--- config.mk ---
export PLATFORM = sky130hd
export DESIGN_NAME = rom_access_arbiter
export DESIGN_NICKNAME = d
export VERILOG_FILES = /design/src/rtl/rom_access_arbiter_pkg.sv /design/src/rtl/rom_arb_select.sv /design/src/rtl/rom_access_arbiter.sv
export SDC_FILE = /design/constraint.sdc
export NUM_CORES = 1
export LEC_CHECK = 0
export CAP_MARGIN = 20
export CORE_MARGIN = 1.5
export CORE_UTILIZATION = 40
export CTS_CLUSTER_SIZE = 14
export DETAILED_ROUTE_END_ITERATION = 12
export GPL_ROUTABILITY_DRIVEN = 0
export PLACE_DENSITY = 0.75
export RECOVER_POWER = 50
export SLEW_MARGIN = 20
export SYNTH_ARGS = -nofsm -noshare
export SYNTH_HDL_FRONTEND = slang
export SYNTH_HIERARCHICAL = 1
export SYNTH_SLANG_ARGS = --single-unit
--- constraint.sdc ---
create_clock -name Clock -period 2.1 [get_ports Clock]
set_input_delay 0.21 -clock Clock [delete_from_list [all_inputs] [get_ports Clock]]
set_output_delay 0.21 -clock Clock [all_outputs]
set_load 0.03 [all_outputs]
--- src/rtl/rom_access_arbiter_pkg.sv ---
// rtl/rom_access_arbiter_pkg.sv - shared widths, requester ids and defaults for the ROM arbiter
package rom_access_arbiter_pkg;

    localparam int ROM_ADDR_W           = 16;
    localparam int ROM_DATA_W           = 28;
    localparam int STARVE_LIMIT_DEFAULT = 4;
    localparam int STARVE_CNT_W         = 4;

    typedef enum logic {
        REQ_CORE = 1'b0,
        REQ_DBG  = 1'b1
    } req_id_e;

endpackage

--- src/rtl/rom_arb_select.sv ---
// rtl/rom_arb_select.sv - winner select with starvation guard, or round-robin when ROM_ARB_ROUND_ROBIN_EN
module rom_arb_select
    import rom_access_arbiter_pkg::*;
#(
    parameter int STARVE_LIMIT = STARVE_LIMIT_DEFAULT
) (
    input  logic    clk_i,
    input  logic    rst_ni,
    input  logic    req0_i,
    input  logic    req1_i,
    output logic    any_o,
    output req_id_e winner_o
);

    assign any_o = req0_i | req1_i;

`ifdef ROM_ARB_ROUND_ROBIN_EN
    req_id_e last_q;

    always_comb begin
        winner_o = REQ_CORE;
        if (req0_i && req1_i) begin
            winner_o = (last_q == REQ_CORE) ? REQ_DBG : REQ_CORE;
        end else if (req1_i) begin
            winner_o = REQ_DBG;
        end
    end

    // Pointer starts at the debug port so the core takes the first tie.
    always_ff @(posedge clk_i or negedge rst_ni) begin
        if (!rst_ni) begin
            last_q <= REQ_DBG;
        end else if (any_o) begin
            last_q <= winner_o;
        end
    end
`else
    localparam logic [STARVE_CNT_W-1:0] LIMIT_C = STARVE_CNT_W'(STARVE_LIMIT);

    logic [STARVE_CNT_W-1:0] starve_q;
    logic [STARVE_CNT_W-1:0] starve_d;

    always_comb begin
        winner_o = (req1_i && (!req0_i || starve_q == LIMIT_C)) ? REQ_DBG : REQ_CORE;
        starve_d = '0;
        // Only a debug request that loses to the core ages the counter.
        if (req1_i && winner_o == REQ_CORE) begin
            starve_d = (starve_q == LIMIT_C) ? starve_q : starve_q + 1'b1;
        end
    end

    always_ff @(posedge clk_i or negedge rst_ni) begin
        if (!rst_ni) begin
            starve_q <= '0;
        end else begin
            starve_q <= starve_d;
        end
    end
`endif

endmodule

--- src/rtl/rom_access_arbiter.sv ---
// rtl/rom_access_arbiter.sv - two-port ROM arbiter, address/owner pipeline and data capture; ROM_ARB_ROUND_ROBIN_EN selects round-robin
module rom_access_arbiter
    import rom_access_arbiter_pkg::*;
#(
    parameter int ADDR_W       = ROM_ADDR_W,
    parameter int DATA_W       = ROM_DATA_W,
    parameter int STARVE_LIMIT = STARVE_LIMIT_DEFAULT
) (
    input  logic              Clock,
    input  logic              Reset,
    input  logic              iReq0,
    input  logic [ADDR_W-1:0] iAddr0,
    output logic              oGnt0,
    output logic              oValid0,
    output logic [DATA_W-1:0] oData0,
    input  logic              iReq1,
    input  logic [ADDR_W-1:0] iAddr1,
    output logic              oGnt1,
    output logic              oValid1,
    output logic [DATA_W-1:0] oData1,
    output logic [ADDR_W-1:0] oRomAddress,
    input  logic [DATA_W-1:0] iRomInstruction
);

    logic    any_req;
    req_id_e winner;

    logic [ADDR_W-1:0] rom_addr_q, rom_addr_d;
    logic              gnt0_q, gnt0_d;
    logic              gnt1_q, gnt1_d;
    req_id_e           owner_q, owner_d;
    logic              owner_valid_q, owner_valid_d;
    logic              valid0_q, valid0_d;
    logic              valid1_q, valid1_d;
    logic [DATA_W-1:0] data0_q, data0_d;
    logic [DATA_W-1:0] data1_q, data1_d;

    rom_arb_select #(
        .STARVE_LIMIT(STARVE_LIMIT)
    ) u_select (
        .clk_i   (Clock),
        .rst_ni  (Reset),
        .req0_i  (iReq0),
        .req1_i  (iReq1),
        .any_o   (any_req),
        .winner_o(winner)
    );

    // Stage 1: latch the winner's address and remember who owns the ROM read.
    always_comb begin
        rom_addr_d    = rom_addr_q;
        gnt0_d        = 1'b0;
        gnt1_d        = 1'b0;
        owner_d       = owner_q;
        owner_valid_d = 1'b0;
        if (any_req) begin
            rom_addr_d    = (winner == REQ_DBG) ? iAddr1 : iAddr0;
            gnt0_d        = (winner == REQ_CORE);
            gnt1_d        = (winner == REQ_DBG);
            owner_d       = winner;
            owner_valid_d = 1'b1;
        end
    end

    // Stage 2: the ROM answers combinationally; steer it to the owner.
    always_comb begin
        data0_d  = data0_q;
        data1_d  = data1_q;
        valid0_d = 1'b0;
        valid1_d = 1'b0;
        if (owner_valid_q) begin
            if (owner_q == REQ_DBG) begin
                data1_d  = iRomInstruction;
                valid1_d = 1'b1;
            end else begin
                data0_d  = iRomInstruction;
                valid0_d = 1'b1;
            end
        end
    end

    always_ff @(posedge Clock or negedge Reset) begin
        if (!Reset) begin
            rom_addr_q    <= '0;
            gnt0_q        <= 1'b0;
            gnt1_q        <= 1'b0;
            owner_q       <= REQ_CORE;
            owner_valid_q <= 1'b0;
            valid0_q      <= 1'b0;
            valid1_q      <= 1'b0;
            data0_q       <= '0;
            data1_q       <= '0;
        end else begin
            rom_addr_q    <= rom_addr_d;
            gnt0_q        <= gnt0_d;
            gnt1_q        <= gnt1_d;
            owner_q       <= owner_d;
            owner_valid_q <= owner_valid_d;
            valid0_q      <= valid0_d;
            valid1_q      <= valid1_d;
            data0_q       <= data0_d;
            data1_q       <= data1_d;
        end
    end

    assign oRomAddress = rom_addr_q;
    assign oGnt0       = gnt0_q;
    assign oGnt1       = gnt1_q;
    assign oValid0     = valid0_q;
    assign oValid1     = valid1_q;
    assign oData0      = data0_q;
    assign oData1      = data1_q;

endmodule

# Yosys cells after proc, flatten, opt, wreduce, memory -nomap -nowiden

Cells that the tools add are included.

Bits in latches: 0
Memory bits (writable): 0
Flip-flop bits (word level): 82
Memory bits (read-only): 0
Bits of input ports: 64
Output and inout port bits: 76
Memories kept: 0
Word-level logic and storage cells: 33

Div/mod/pow operators: 0
Equality and inequality tests: 2
$mul: 0
Shift operators: 0
Muxes and demuxes: 11
Reductions and logical operators: 6
Add/subtract/negate cells: 1
Order comparisons: 0
Bitwise gates (word level): 3

Operator list:

| operator                                            | count |
|---|---|
| two-way mux 16 bit                                  | 1 |
| two-way mux 1 bit                                   | 8 |
| two-way mux 4 bit                                   | 2 |
| adder 4 x 1 -> 4 bit, second input constant         | 1 |
| equality test 4 x 3 -> 1 bit, second input constant | 1 |
| AND reduction 2 bit                                 | 2 |
| logical AND 1 bit                                   | 2 |
| inequality test 2 bit, second input constant        | 1 |
| inverter 1 bit                                      | 2 |
| logical NOT 1 bit                                   | 1 |
| logical OR 1 bit                                    | 1 |
| OR 1 bit                                            | 1 |

# Depth between registers and ports, before layout

Depth after elaboration: 7
Depth in mapped cells: 8
Depth with buffers taken out: 6

# Hierarchy

Netlist, hierarchy kept.

By module, submodules not included:

| module             | area an instance (um^2) | instances | cells each | seq. area each (um^2) |
|---|---|---|---|---|
| rom_access_arbiter | 3078.0                  | 1         | 200        | 1951.9 |
| rom_arb_select     | 205.2                   | 1         | 20         | 100.1 |

# Worst setup path after synthesis

OpenSTA, ideal clock, no wires.

Path kind: register to register
From: register u_select.starve_q[0]
To: register rom_addr_q[0], in the netlist oRomAddress[0]
Data required time: 1.963 ns
Arrival: 1.494 ns
Path buffers: 2
Stages on the path, launching flop included: 9
Path slack: 0.469 ns
Cell sequence: dfrtp_1 > inv_1 > ha_1 > nand3b_1 > a21boi_0 > buf_4 > buf_4 > mux2i_1 > a21oi_1

Longest elaborated chain between the ends: 5

RTL lines:

| element                      | line                     | source |
|---|---|---|
| start: declaration           | rom_arb_select.sv:40     | `logic [STARVE_CNT_W-1:0] starve_q;` |
| start signal: assignment     | rom_arb_select.sv:56     | `starve_q <= starve_d;` |
| equality test 4 x 3 -> 1 bit | rom_arb_select.sv:44     | `winner_o = (req1_i && (!req0_i \|\| starve_q == LIMIT_C)) ? REQ_DBG : REQ_CORE;` |
| logical OR 1 bit             | rom_arb_select.sv:44     |  |
| logical AND 1 bit            | rom_arb_select.sv:44     |  |
| two-way mux 1 bit            | rom_arb_select.sv:44     |  |
| named net winner             | rom_access_arbiter.sv:26 | `req_id_e winner;` |
| two-way mux 16 bit           | rom_access_arbiter.sv:57 | `rom_addr_d = (winner == REQ_DBG) ? iAddr1 : iAddr0;` |
| end signal: assignment       | rom_access_arbiter.sv:94 | `rom_addr_q <= rom_addr_d;` |
| end: declaration             | rom_access_arbiter.sv:28 | `logic [ADDR_W-1:0] rom_addr_q, rom_addr_d;` |

The timed path passes the listed nets, and every way through them passes these cells.
A chain may end at the register's enable or synchronous reset.

# Final worst setup path

From: input iReq0
To: register owner_q

Elaborated cells on any way between the ends: 5
Those cells by class: mux: 1; bitwise: 1; reduce/logical: 3

RTL lines:

| element                | line                     | source |
|---|---|---|
| start: declaration     | rom_access_arbiter.sv:11 | `input logic iReq0,` |
| OR 1 bit               | rom_arb_select.sv:15     | `assign any_o = req0_i \| req1_i;` |
| named net any_req      | rom_access_arbiter.sv:25 | `logic any_req;` |
| end signal: assignment | rom_access_arbiter.sv:97 | `owner_q <= owner_d;` |
| end: declaration       | rom_access_arbiter.sv:31 | `req_id_e owner_q, owner_d;` |

The timed path passes the listed nets, and every way through them passes these cells.

==> impl_metrics.csv <==
group,metric,value,unit
grt,grt.overflow.total,0,
critical_path,r2r_slack,360,ps
critical_path,slowest_delay,860,ps
critical_path,crit_buf_inv,1,
pwr,total_power,4.72,mW
clock_network,cts_setup_buffers,0,
sta,final.setup.tns,0,ps
synthesis,ys_ff_latch,82,
grt,grt_pass1_vias,2234,
critical_path,worstReg2RegStart,"owner_q$_DFFE_PN0P_",
synthesis,synth.avg_cell_area,14.9,um2
synthesis,synth_common_cells,"dfrtp_1, mux2_2, nor2_1",
detailed_routing,drt-wirelength-per-cell,14.8,um
run_status,status,"finished clean",
clock_network,path_clk_slew,80,ps
clock_network,htreeDepth,3,
sta,finClkSkew,10.1,ps
final_layout,multi_input_area,1090,um2
critical_path,r2r-end,"oData1[22]$_DFFE_PN0P_",
clock_network,tritoncts,"yes",
sta,hold_slack,317,ps
sta,rsz0062_at_grt,"no",
synthesis,synth_top_family_by_area,"multiplexers",
final_layout,layout.nets,431,
synthesis,synth_area,3280,um2
die,die_h,93.6,um
grt,grt_use_total,0.169,
synthesis,synth_nets,286,
synthesis,synth-compound-area-share,0.0267,
die,die-area,8760,um2
clock_network,clock-root-buffer,"clkbuf_8",
sta,fmax,0.565,GHz
synthesis,synth_top_area_share,0.625,
sta,setup_viol,0,
pwr,p_leak,2.09,nW
pwr,power.density,954,nW/um2
final_layout,area_delta_synth_final,50.8,%
run,drv_cap,0,
sta,worst_slack,330,ps
critical_path,path_cells,"clkdlybuf4s50_1 -> or2_1 -> mux2_2",
critical_path,worstPathArrival,1990,ps
detailed_routing,vias_per_cell,4.69,
grt,use_met3,0.0317,
clock_network,cts_buffers,9,
detailed_routing,drt-initial-drc-count,38,
die,coreArea,7850,um2
clock_network,cts_buffer_depth,2,
detailed_routing,vias,2215,
critical_path,reg2reg_depth,3,
synthesis,synth-main-ff-cell,"dfrtp_1",
clock_network,cts_sinks,82,
place,io_buffers,139,
critical_path,critical_path_class,"in -> reg",
sta,worst_slew_pin_slew,1110,ps
synthesis,synth-edff-count,0,
place,place_area,4780,um2
grt,grtUsageMet1,0.229,
critical_path,crit_fanout,36,
die,io-pin-count,140,
synthesis,seq_area_frac_synth,0.625,
detailed_routing,drc,0,
grt,grt_pass1_wl,11.4,mm
clock_network,cts_resized,0,
critical_path,startpoint,"iReq0",
die,row_count,32,
synthesis,synth-xor-area-share,0.00534,
min_path,hold_class,"in -> async",
critical_path,startpoint_type,"input pin",
synthesis,synthSimpleGateAreaFrac,0.0393,
critical_path,end_kind,"flip-flop",
sta,hold_violations,0,
place,dp_hpwl,5.05,mm
grt,antenna_found_initial,0,
sta,post-route-period-util,0.843,
synthesis,async_reset_ff_frac,1.00,
die,start_util,0.418,
detailed_routing,ant_nets,0,
detailed_routing,finalWirelength,6.96,mm
synthesis,yosysTopAreaCell,"dfrtp_1",
final_layout,seq_area,2050,um2
clock_network,cts_hold_buf,1,
critical_path,cp.required,2320,ps
grt,met2_usage,0.266,
sta,layout_min_cycle_time,1770,ps
critical_path,crit_family,"simple AND/OR/NAND/NOR gates",
place,place_ws,314,ps
clock_network,clk-insertion-delay-late,340,ps
grt,busiest_layer,"met2",
final_layout,stdcell_area,4950,um2
sta,max_slew_margin,0.262,
synthesis,synth_most_common_cell,"dfrtp_1",
final_layout,layout-drive-gt1-share,0.181,
critical_path,slowest_stage,"or2_1",
final_layout,num_antenna_cells,0,
synthesis,muxShareOfSynthArea,0.265,
synthesis,synthCells,220,
die,chipWidth,93.6,um
grt,grt_max_degree,57,
detailed_routing,dr.pass1.iters,4,
sta,maxSlewViolCount,0,
final_layout,fill_cells,661,
synthesis,ys_types,23,
synthesis,yosys-top-cells-area,"dfrtp_1, mux2_2, mux2_4",
synthesis,synth_adder_area_share,0.00762,
synthesis,yosysWarnings,6,
pwr,ir_drop,496,uV
==> stage by stage <==
step	utilization	cells
3_3_place_gp	0.609	455
5_1_grt	0.631	472
4_1_cts	0.640	472
3_5_place_dp	0.609	455
6_report	0.631	472
2_1_floorplan	-	220
==> power breakdown <==
part           total (mW)  switching, mW  internal, mW
sequential           1.94          0.123          1.81
combinational        1.46          0.759         0.705
clock                1.32          0.535         0.789
==> per-layer routing <==
layer	vias up	share of wire	wire length, um
met5	-	0	0
met4	0	0.018	128
met3	12	0.049	341
met2	81	0.49	3390
met1	1075	0.45	3100
li1	1047	-	-
==> final cells by class <==
cell class / instances / share of cell area
Sequential cell: 82 / 0.414
Timing Repair Buffer: 146 / 0.290
Multi-Input combinational cell: 122 / 0.220
Clock buffer: 11 / 0.0265
Tap cell: 102 / 0.0258
Clock inverter: 5 / 0.0207
Inverter: 4 / 0.00303
==> layout by cell type (no fill, tap or decap), types with 2 or more instances in the layout <==
cell and count:
ha_1 2, a21oi_1 16, nand3_1 2, clkbuf_8 9, dfrtp_1 82, bufinv_16 3
buf_4 4, mux2_4 8, nor2b_1 2, mux2_2 39, clkdlybuf4s50_1 138, inv_1 4
nor2_1 20, mux2i_1 16, clkbuf_1 4, mux2_1 10
==> worst max path at each step <==
stage | to | cells past startpoint
floorplan | oRomAddress[0]$_DFFE_PN0P_ | 8
global placement | owner_q$_DFFE_PN0P_ | 3
detailed placement | owner_q$_DFFE_PN0P_ | 3
CTS | oRomAddress[15]$_DFFE_PN0P_ | 7
global route | owner_q$_DFFE_PN0P_ | 3
finish | owner_q$_DFFE_PN0P_ | 3
==> registers in the layout (all words and copies together), names as in the netlist <==
| register | count |
|---|---|
| oData0 | 28 |
| oData1 | 28 |
| oGnt0 | 1 |
| oGnt1 | 1 |
| oRomAddress | 16 |
| oValid0 | 1 |
| oValid1 | 1 |
| owner_q | 1 |
| owner_valid_q | 1 |
| u_select/starve_q | 4 |
==> cells by family (layout without fill, tap and decap cells) <==
logic type | count (synthesis) | after routing
DFF | 82 | 82
xor gates and xnor gates | 2 | 2
muxes | 73 | 73
buffers and inverters | 16 | 166
AOI/OAI and AO/OA | 17 | 17
adders and majority gates | 2 | 2
and+or+nand+nor | 28 | 28
(Power assumes the default switching activity.)
==> variant: new RTL, same flow settings <==
Change the package constant `ROM_ADDR_W` from 16 to 17.
--- a/src/rtl/rom_access_arbiter_pkg.sv
+++ b/src/rtl/rom_access_arbiter_pkg.sv
@@ -1,7 +1,7 @@
 // rtl/rom_access_arbiter_pkg.sv - shared widths, requester ids and defaults for the ROM arbiter
 package rom_access_arbiter_pkg;
 
-    localparam int ROM_ADDR_W           = 16;
+    localparam int ROM_ADDR_W           = 17;
     localparam int ROM_DATA_W           = 28;
     localparam int STARVE_LIMIT_DEFAULT = 4;
     localparam int STARVE_CNT_W         = 4;
Interface: changed (resized iAddr0, iAddr1 and oRomAddress); port bits go from 140 to 143. No check against the original RTL was run, so the function may have changed too.
==> variant against the unedited design <==
First-iteration DRC count increased by 26%. Final area increased by 1.2%. Sequential share of layout area about the same. Area after synthesis increased by 1.2%. Wire length decreased by 1.4%. Power increased by 0.57%. Global-route usage decreased by 0.63 points. Worst setup slack got worse by 0.020 ns. Final cell count increased by 1.7%. Clock skew about the same. Sequential cell count increased by 1. Synthesized cell count increased by 1.8%. Critical path type is now reg -> reg. Largest power group unchanged.
==> variant: results (changes against the unedited design) <==
[status]
status = complete, no violations

[hold_path]
hold_path_class = reg -> reg

[sta]
skew_ns = 0.00985  ; -0.000217 ns
slew_headroom = 0.255  ; -0.00708

[yosys]
syn_avg_cell_area_um2 = 14.8  ; -0.59%
ys_top_cells_by_count = dfrtp_1 (83), mux2_2 (39), nor2_1 (21), mux2_4 (18)
ys_top_cells_by_area = dfrtp_1 (63%), mux2_2 (13%), mux2_4 (8.1%)
syn-num-nets = 292  ; +2.1%
muxShareOfSynthArea = 0.265  ; about the same
synth_fa_ha_area_frac = 0.00753  ; -0.0000918
yosys.area_share.xor_xnor = 0.00527  ; -0.0000643
synthDistinctLibCells = 22  ; -4.3%
synth_compound_area_frac = 0.0279  ; +0.00118
ys_seq_area_frac = 0.625  ; about the same

[placed_design]
dp_hpwl_mm = 4.99  ; -1.2%
place_inst = 463  ; +1.8%
port_buffers = 142  ; +2.2%

[layout]
nFillCells = 658  ; -0.45%
nets = 438  ; +1.6%
drive_gt1_frac = 0.165  ; -0.0157

[clock_network]
htree_num_levels = 3  ; unchanged
cts.clk_slew.worst_paths_ns = 0.08  ; about the same
clockBufferDepth = 2  ; unchanged
hold_buffers = 1  ; unchanged
clock_tree.root_cell = clkbuf_8

[drt]
totalWireLength_mm = 6.87  ; -1.4%
drt_iter0_markers = 48  ; +26%
wire_per_inst_um = 14.3  ; -3.1%
firstDrtPassIters = 4  ; unchanged
vias = 2251  ; +1.6%

[global_routing]
grt_max_degree = 47  ; -18%
grtUsageTotal = 0.163  ; -0.00632
grt_first_pass_wirelength_mm = 10.9  ; -4.0%

[critical_path]
slowest_stage = dfrtp_1
crit_fanout = 20  ; -44%
cp_data_arrival_time_ns = 1.96  ; -0.03 ns
critPathMaxStageDelay_ns = 0.41  ; -0.45 ns

[pwr]
ir_worst_vdd_mv = 0.336  ; -32%
leakage_nw = 2.09  ; +0.21%

variant: cell count changes after synthesis, sizes merged:
cell and change:
a21oi +1, buf +1, clkbuf -1, dfrtp +1, mux2i +1, nor2 +1
variant: final timing paths:
| path | slack, ns | depth (start not counted) | from | end |
|---|---|---|---|---|
| setup / recovery | 0.31 | 7 | u_select/starve_q[0]$_DFFE_PN0P_ | oRomAddress[8]$_DFFE_PN0P_ |
| hold / removal | 0.49 | 1 | oData0[25]$_DFFE_PN0P_ | oData0[25]$_DFFE_PN0P_ |
| setup reg to reg | 0.31 | 7 | u_select/starve_q[0]$_DFFE_PN0P_ | oRomAddress[8]$_DFFE_PN0P_ |
| hold reg to reg | 0.49 | 1 | oData0[25]$_DFFE_PN0P_ | oData0[25]$_DFFE_PN0P_ |
| max in group asynchronous | 0.71 | 3 | Reset | oData0[24]$_DFFE_PN0P_ |
| min in group asynchronous | 0.62 | 2 | Reset | oData0[11]$_DFFE_PN0P_ |
variant: kinds of logic after synthesis:
| kind of cell | after synthesis |
|---|---|
| DFF | 83 |
| muxes | 74 |
| and+or+nand+nor | 29 |
| AOI/OAI and AO/OA | 18 |
| buffers and inverters | 16 |
| xor gates and xnor gates | 2 |
| adders and majority gates | 2 |
variant: worst max-delay path, delay by kind of cell (launching register included):
family	cells	cell delay, ns
multiplexers	1	0.31
flip-flops	1	0.41
AO/OA/AOI/OAI	2	0.26
adder cells (fa/ha/maj)	1	0.14
AND/OR/NAND/NOR	1	0.12
buffers and inverters	2	0.38
variant: where the power goes:
part | total (W) | internal (W) | switching (W)
Combinational | 0.00145 | 0.000687 | 0.000763
Clock | 0.00135 | 0.000787 | 0.000561
Sequential | 0.00195 | 0.00183 | 0.000121
variant: layout make-up:
type                    instances  area [um2]  area share
repair buffers                147        1460       0.292
inverters                       4        15.0     0.00300
clock inverters                 7         116      0.0232
well taps                     105         131      0.0262
multi-input cells             125        1080       0.216
clock buffers                   9         124      0.0247
flip-flops and latches         83        2080       0.414
variant: per-stage QoR:
step / utilization / total power [W] / hold slack [ns] / cell area, um2 / setup WS, ns
after CTS: 0.626 / 0.00487 / 0.406 / 5090 / 0.311
after detailed placement: 0.595 / 0.00352 / 0.253 / 4840 / 0.295
after floorplan: - / 0.00280 / -0.0856 / 3320 / 0.549
after global placement: 0.595 / 0.00349 / 0.254 / 4840 / 0.315
final: 0.616 / 0.00475 / 0.491 / 5010 / 0.310
after global routing: 0.616 / 0.00497 / 0.480 / 5010 / 0.172
variant: layer usage:
layer,part of all wire,global-route usage,up-vias,wire (um)
li1,-,-,1067,-
met1,0.44,0.203,1088,3030
met2,0.48,0.264,88,3280
met5,0,0,-,0
met4,0.011,0.0609,0,78
met3,0.070,0.0502,8,479
